[config.mk]
export PLATFORM = sky130hd
export DESIGN_NAME = register_file_param_flat
export DESIGN_NICKNAME = d
export VERILOG_FILES = /design/src/rtl/register_file_param_pkg.sv /design/src/rtl/register_file_param_if.sv /design/src/rtl/register_file_param_read_port.sv /design/src/rtl/register_file_param.sv /design/src/flat_wrapper.sv
export SDC_FILE = /design/constraint.sdc
export NUM_CORES = 1
export LEC_CHECK = 0
export ABC_AREA = 1
export ABC_CLOCK_PERIOD_IN_PS = 1630
export CORE_UTILIZATION = 40
export CTS_BUF_LIST = sky130_fd_sc_hd__clkbuf_16
export DETAILED_ROUTE_END_ITERATION = 6
export GPL_TIMING_DRIVEN = 1
export PLACE_DENSITY = 0.61
export SKIP_LAST_GASP = 1
export SLEW_MARGIN = 15
export SYNTH_ARGS = -nofsm -noshare
export SYNTH_HDL_FRONTEND = slang
export SYNTH_SLANG_ARGS = --single-unit
[constraint.sdc]
create_clock -name clk -period 1.63 [get_ports clk]
set_input_delay 0.4075 -clock clk [delete_from_list [all_inputs] [get_ports clk]]
set_output_delay 0.4075 -clock clk [all_outputs]
set_load 0.02 [all_outputs]
[src/rtl/register_file_param_pkg.sv]
// Shared types and helpers for the parametrised general-purpose register bank.
package register_file_pkg;

  typedef enum logic [0:0] {
    IDLE  = 1'b0,
    CLEAR = 1'b1
  } rf_state_e;

  // Index width for a bank of 'depth' registers; never narrower than one bit.
  function automatic int rf_addr_w(input int depth);
    int w;
    w = $clog2(depth);
    return (w < 1) ? 1 : w;
  endfunction

endpackage

[src/rtl/register_file_param_if.sv]
// Control-unit side bus of the register bank: write port, two read ports, clear and status.
interface register_file_param_if #(
  parameter int DATA_W = 8,
  parameter int ADDR_W = 2
);

  logic              reg_on;
  logic              wr_en;
  logic [ADDR_W-1:0] wr_addr;
  logic [DATA_W-1:0] wr_data;
  logic              rd_a_en;
  logic [ADDR_W-1:0] rd_a_addr;
  logic [DATA_W-1:0] rd_a_data;
  logic              rd_a_valid;
  logic              rd_b_en;
  logic [ADDR_W-1:0] rd_b_addr;
  logic [DATA_W-1:0] rd_b_data;
  logic              rd_b_valid;
  logic              clr_req;
  logic              busy;
  logic              err;

  modport master (
    output reg_on, wr_en, wr_addr, wr_data,
    output rd_a_en, rd_a_addr, rd_b_en, rd_b_addr, clr_req,
    input  rd_a_data, rd_a_valid, rd_b_data, rd_b_valid, busy, err
  );

  modport slave (
    input  reg_on, wr_en, wr_addr, wr_data,
    input  rd_a_en, rd_a_addr, rd_b_en, rd_b_addr, clr_req,
    output rd_a_data, rd_a_valid, rd_b_data, rd_b_valid, busy, err
  );

endinterface

[src/rtl/register_file_param_read_port.sv]
// One registered read port: range check, write-first bypass, valid pulse and error term.
module rf_read_port #(
  parameter int DATA_W = 8,
  parameter int DEPTH  = 4,
  parameter int ADDR_W = 2
) (
  input  logic              clk,
  input  logic              rst,
  input  logic              reg_on,
  input  logic              idle,
  input  logic [DATA_W-1:0] mem [DEPTH],
  input  logic              wr_fire,
  input  logic [ADDR_W-1:0] wr_addr,
  input  logic [DATA_W-1:0] wr_data,
  input  logic              rd_en,
  input  logic [ADDR_W-1:0] rd_addr,
  output logic [DATA_W-1:0] rd_data,
  output logic              rd_valid,
  output logic              rd_err
);

  localparam logic [ADDR_W:0] DEPTH_V = (ADDR_W + 1)'(DEPTH);

  logic              in_range;
  logic              fire;
  logic              bypass;
  logic [DATA_W-1:0] rd_next;

  assign in_range = {1'b0, rd_addr} < DEPTH_V;
  assign fire     = reg_on && idle && rd_en;
  assign bypass   = wr_fire && (wr_addr == rd_addr);
  assign rd_err   = reg_on && rd_en && !(idle && in_range);

  // wr_fire is only raised for in-range writes, so the bypass never aliases an illegal index.
  always_comb begin
    rd_next = '0;
    if (in_range) begin
      rd_next = bypass ? wr_data : mem[rd_addr];
    end
  end

  always_ff @(posedge clk or negedge rst) begin
    if (!rst) begin
      rd_data  <= '0;
      rd_valid <= 1'b0;
    end else begin
      rd_valid <= fire;
      if (fire) begin
        rd_data <= rd_next;
      end
    end
  end

endmodule

[src/rtl/register_file_param.sv]
// Parametrised general-purpose register bank with one write port, two read ports
// and a multi-cycle clear sweep.
module register_file_param
  import register_file_pkg::*;
#(
  parameter int                DATA_W    = 8,
  parameter int                DEPTH     = 4,
  parameter logic [DATA_W-1:0] RESET_VAL = '0
) (
  input logic                  clk,
  input logic                  rst,
  register_file_param_if.slave bus
);

  localparam int                ADDR_W   = rf_addr_w(DEPTH);
  localparam logic [ADDR_W:0]   DEPTH_V  = (ADDR_W + 1)'(DEPTH);
  localparam logic [ADDR_W-1:0] LAST_IDX = ADDR_W'(DEPTH - 1);

  rf_state_e         state;
  rf_state_e         next_state;
  logic [ADDR_W-1:0] idx;
  logic [ADDR_W-1:0] next_idx;
  logic [DATA_W-1:0] mem [DEPTH];
  logic              idle;
  logic              wr_in_range;
  logic              wr_fire;
  logic              wr_err;
  logic              a_err;
  logic              b_err;
  logic              err_q;

  assign idle        = (state == IDLE);
  assign wr_in_range = {1'b0, bus.wr_addr} < DEPTH_V;
  assign wr_fire     = bus.reg_on && idle && bus.wr_en && wr_in_range;
  assign wr_err      = bus.reg_on && bus.wr_en && !(idle && wr_in_range);

  always_ff @(posedge clk or negedge rst) begin
    if (!rst) begin
      state <= IDLE;
      idx   <= '0;
    end else begin
      state <= next_state;
      idx   <= next_idx;
    end
  end

  // A disabled cycle leaves state and index untouched, which is what lets a paused sweep resume.
  always_comb begin
    next_state = state;
    next_idx   = idx;
    if (bus.reg_on) begin
      case (state)
        IDLE: begin
          if (bus.clr_req) begin
            next_state = CLEAR;
            next_idx   = '0;
          end
        end
        CLEAR: begin
          if (idx == LAST_IDX) begin
            next_state = IDLE;
            next_idx   = '0;
          end else begin
            next_idx = idx + ADDR_W'(1);
          end
        end
        default: begin
          next_state = IDLE;
          next_idx   = '0;
        end
      endcase
    end
  end

  always_ff @(posedge clk or negedge rst) begin
    if (!rst) begin
      for (int i = 0; i < DEPTH; i++) begin
        mem[i] <= RESET_VAL;
      end
    end else if (wr_fire) begin
      mem[bus.wr_addr] <= bus.wr_data;
    end else if (bus.reg_on && (state == CLEAR)) begin
      mem[idx] <= RESET_VAL;
    end
  end

  rf_read_port #(
    .DATA_W (DATA_W),
    .DEPTH  (DEPTH),
    .ADDR_W (ADDR_W)
  ) u_port_a (
    .clk      (clk),
    .rst      (rst),
    .reg_on   (bus.reg_on),
    .idle     (idle),
    .mem      (mem),
    .wr_fire  (wr_fire),
    .wr_addr  (bus.wr_addr),
    .wr_data  (bus.wr_data),
    .rd_en    (bus.rd_a_en),
    .rd_addr  (bus.rd_a_addr),
    .rd_data  (bus.rd_a_data),
    .rd_valid (bus.rd_a_valid),
    .rd_err   (a_err)
  );

  rf_read_port #(
    .DATA_W (DATA_W),
    .DEPTH  (DEPTH),
    .ADDR_W (ADDR_W)
  ) u_port_b (
    .clk      (clk),
    .rst      (rst),
    .reg_on   (bus.reg_on),
    .idle     (idle),
    .mem      (mem),
    .wr_fire  (wr_fire),
    .wr_addr  (bus.wr_addr),
    .wr_data  (bus.wr_data),
    .rd_en    (bus.rd_b_en),
    .rd_addr  (bus.rd_b_addr),
    .rd_data  (bus.rd_b_data),
    .rd_valid (bus.rd_b_valid),
    .rd_err   (b_err)
  );

  // Every error source in a cycle collapses into a single registered pulse.
  always_ff @(posedge clk or negedge rst) begin
    if (!rst) begin
      err_q <= 1'b0;
    end else begin
      err_q <= wr_err || a_err || b_err;
    end
  end

  assign bus.err  = err_q;
  assign bus.busy = (state == CLEAR);

endmodule

[src/flat_wrapper.sv]
// flat-port wrapper written by rule: the top's interface ports become plain ports
module register_file_param_flat import register_file_pkg::*;
#(
  parameter int                DATA_W    = 8,
  parameter int                DEPTH     = 4,
  parameter logic [DATA_W-1:0] RESET_VAL = '0
)
  (clk, rst, bus_reg_on, bus_wr_en, bus_wr_addr, bus_wr_data, bus_rd_a_en, bus_rd_a_addr, bus_rd_b_en, bus_rd_b_addr, bus_clr_req, bus_rd_a_data, bus_rd_a_valid, bus_rd_b_data, bus_rd_b_valid, bus_busy, bus_err);
  register_file_param_if #(.DATA_W(DATA_W), .ADDR_W(2)) bus_i ();
  input logic clk;
  input logic rst;
  input wire logic [$bits(bus_i.reg_on)-1:0] bus_reg_on;
  input wire logic [$bits(bus_i.wr_en)-1:0] bus_wr_en;
  input wire logic [$bits(bus_i.wr_addr)-1:0] bus_wr_addr;
  input wire logic [$bits(bus_i.wr_data)-1:0] bus_wr_data;
  input wire logic [$bits(bus_i.rd_a_en)-1:0] bus_rd_a_en;
  input wire logic [$bits(bus_i.rd_a_addr)-1:0] bus_rd_a_addr;
  input wire logic [$bits(bus_i.rd_b_en)-1:0] bus_rd_b_en;
  input wire logic [$bits(bus_i.rd_b_addr)-1:0] bus_rd_b_addr;
  input wire logic [$bits(bus_i.clr_req)-1:0] bus_clr_req;
  output wire logic [$bits(bus_i.rd_a_data)-1:0] bus_rd_a_data;
  output wire logic [$bits(bus_i.rd_a_valid)-1:0] bus_rd_a_valid;
  output wire logic [$bits(bus_i.rd_b_data)-1:0] bus_rd_b_data;
  output wire logic [$bits(bus_i.rd_b_valid)-1:0] bus_rd_b_valid;
  output wire logic [$bits(bus_i.busy)-1:0] bus_busy;
  output wire logic [$bits(bus_i.err)-1:0] bus_err;
  assign bus_i.reg_on = bus_reg_on;
  assign bus_i.wr_en = bus_wr_en;
  assign bus_i.wr_addr = bus_wr_addr;
  assign bus_i.wr_data = bus_wr_data;
  assign bus_i.rd_a_en = bus_rd_a_en;
  assign bus_i.rd_a_addr = bus_rd_a_addr;
  assign bus_i.rd_b_en = bus_rd_b_en;
  assign bus_i.rd_b_addr = bus_rd_b_addr;
  assign bus_i.clr_req = bus_clr_req;
  assign bus_rd_a_data = bus_i.rd_a_data;
  assign bus_rd_a_valid = bus_i.rd_a_valid;
  assign bus_rd_b_data = bus_i.rd_b_data;
  assign bus_rd_b_valid = bus_i.rd_b_valid;
  assign bus_busy = bus_i.busy;
  assign bus_err = bus_i.err;
  register_file_param #(.DATA_W(DATA_W), .DEPTH(DEPTH), .RESET_VAL(RESET_VAL)) u_core (.clk(clk), .rst(rst), .bus(bus_i));
endmodule
==> out/metrics.yaml <==
power_and_ir_drop:
  max-vdd-ir-drop_mv: 0.6118
  pwr_density_cell_mw_per_mm2: 1266
  leakage_nw: 2.167
  power.total_w: 0.005018
sta:
  slew_headroom_pct: 70.48
  period_needed_ns: 1.606
  setup_violations: 0
  min_period_over_period_pct: 98.51
  tightest_slew_ns: 0.4427
  drv_slew: 0
  rsz0062_at_grt: "no"
  final_hold_viol_count: 0
  setup-tns-final_ns: 0
  finClkSkew_ns: 0.003907
  max_freq_ghz: 0.6228
placed_design:
  gp_congestion: 0.8666
  dp.final_hpwl_um: 6574
  place_area_sq_mm: 0.003806
  port_buffers: 40
floorplanning:
  die_w_um: 90.18
  start_util_pct: 42.21
  die_h_um: 90.18
  fp.coreArea_sq_mm: 0.007370
  dieArea_sq_mm: 0.008132
  io_pins: 41
  num_rows: 31
min_path:
  hold_path_class: "in2async"
critical_path:
  crit_required_ns: 1.22
  critPathSlowestCell: "clkdlybuf4s50_1"
  cp_max_fo: 1
  crit_path_start_kind: "register"
  reg2reg_from: "u_core.bus.busy"
  worst_ep_arrival_time_ns: 1.20
  cpLargestDelayFamily: "buffers and inverters"
  worst-r2r-setup-slack_ns: 0.21
  cp_cell_sequence: "clkdlybuf4s50_1"
  r2r_cells: 8
  crit_type: "reg2out"
  max_stage_delay_ns: 0.59
  end_kind: "output port"
  r2r-end: "u_core.mem[20]"
  crit_buf_inv: 1
global_routing:
  gr-usage-all-layers_pct: 22.33
  grt_pass1_wl_um: 14250
  grt_pass1_vias: 2763
  grt_max_degree: 55
  antenna_found_initial: 0
  overflow: 0
clock_tree:
  cts_tree: "done"
  clkTransAtPathRegs_ns: 0.07
  cts_sinks: 54
  clk_path_buf_depth: 2
  htreeDepth: 2
  hold_buffers: 0
  cts_inserted_buffers: 5
  cts-root-buf: "clkbuf_16"
  insertion_delay_ns: 0.29
drt:
  vias_per_cell: 4.949
  drc: 0
  num_vias: 2910
  routed_wl_um: 8586
  drtIter0Drc: 208
  wl_per_cell_um: 14.60
  drtAntennaViolNets: 0
  first_pass_iters: 5
finish:
  fin_nets: 513
  drive_gt1_share_pct: 13.09
  fin_util_pct: 53.77
  syn_to_final_growth_pct: 27.39
  multi_input_area_sq_mm: 0.001563
  antenna_cells: 0
  nFillCells: 740
  stdcell_area_sq_mm: 0.003963
  seq_area_sq_mm: 0.001351
logic_synthesis:
  synth_area_leader_cell: "dfrtp_1"
  synth_area_sq_mm: 0.003110
  ys_ff_latch: 54
  postSynthCellCount: 424
  syn_area_per_cell_sq_um: 7.336
  syn_nets: 449
  yosysSeqAreaShare_pct: 43.44
  yosysTopAreaCellShare_pct: 43.44
  synth_area_leaders: "dfrtp_1 43%, nand2_1 27%, nand3_1 12%"
  ys_types: 18
  ys_warn_count: 0
job:
  drv_cap: 0
run_status:
  status: "finished clean"
==> area by class of cell <==
class                      instances  area share, %
tap                               99          3.126
multi-input combinational        331          39.44
inverter                          28          2.842
sequential                        54          34.10
clock buffer                       5          3.158
timing repair buffer              68          16.39
clock inverter                     3         0.9473
==> per-stage QoR <==
step / hold slack (ns) / setup WS (ns) / std cells
3_5_place_dp: 0.4275 / -0.2486 / 580
4_1_cts: 0.1172 / 0.006863 / 588
6_report: 0.1012 / 0.02436 / 588
3_3_place_gp: 0.4274 / -0.2134 / 580
5_1_grt: 0.1363 / 0.001323 / 588
2_1_floorplan: 0.1119 / 0.2889 / 424
==> synth_stat cells (all sizes together) <==
master / count
ha: 4
inv: 28
xnor2: 2
o21ai: 13
nand2: 227
nand3: 76
dfrtp: 54
nor2: 8
a31oi: 1
buf: 11
==> registers in the layout, indices dropped and copies added (netlist names) <==
| register | cells |
|---|---|
| u_core.mem | 32 |
| u_core.idx | 2 |
| u_core.bus.err | 1 |
| u_core.bus.busy | 1 |
| u_core.u_port_b.rd_data | 8 |
| u_core.u_port_a.rd_valid | 1 |
| u_core.u_port_b.rd_valid | 1 |
| u_core.u_port_a.rd_data | 8 |
==> worst max-delay path by stage <==
| stage | cells past startpoint | end | slack (ns) | from |
|---|---|---|---|---|
| finish | 1 | bus_rd_b_valid | 0.02 | u_core.u_port_b.rd_valid |
| global route | 1 | bus_rd_b_valid | 0.001 | u_core.u_port_b.rd_valid |
| CTS | 1 | bus_err | 0.007 | u_core.bus.err |
| detailed placement | 8 | u_core.mem[20] | -0.25 | bus_reg_on |
| global placement | 8 | u_core.u_port_b.rd_data[1] | -0.21 | bus_rd_b_addr[0] |
| floorplan | 7 | u_core.mem[5] | 0.29 | u_core.bus.busy |
==> cells in the final DEF, fill, tap and decap left out <==
cell type and instances:
nand2_1 226, nand3_1 72, dfrtp_1 54, buf_4 24, inv_1 23, dlygate4sd2_1 17
clkdlybuf4s50_1 16, o21ai_2 11, inv_2 6, dlymetal6s2s_1 6, clkbuf_16 5, nor2_4 4
nand3_4 4, nor2_1 4, ha_1 4, buf_12 4, xnor2_4 2, o21ai_0 2
a31oi_1 1, inv_8 1, nand2_2 1, bufinv_16 1, buf_2 1
==> per-layer routing <==
layer	vias to the layer above	part of all wire (%)	track usage, %
li1	1462	-	-
met1	1344	45	30.78
met2	80	47	35.50
met3	24	5.3	3.723
met4	0	3.2	7.661
met5	-	0	0
==> kinds of logic (layout without fill, tap and decap cells) <==
logic type / Yosys count / after routing / share of synthesized area, %
adders and majority gates: 4 / 4 / 1.609
xor gates and xnor gates: 2 / 2 / 1.770
and+or+nand+nor: 311 / 311 / 43.24
DFF: 54 / 54 / 43.44
buffers and inverters: 39 / 104 / 6.315
AOI/OAI and AO/OA: 14 / 14 / 3.620
==> where the power goes <==
group	switching (W)	internal [W]
Sequential	0.000312	0.00174
Combinational	0.00106	0.000716
Clock	0.000467	0.000714
Total	0.00184	0.00318
==> timing repair <==
| action | 4_1_cts | 5_1_grt |
|---|---|---|
| pin swaps | 0 | 1 |
| setup buffers | 0 | 0 |
| endpoints found under the setup margin | 17 | 18 |
| cloned | 0 | 0 |
| gates resized for setup | 17 | 8 |
(Power assumes the default switching activity.)
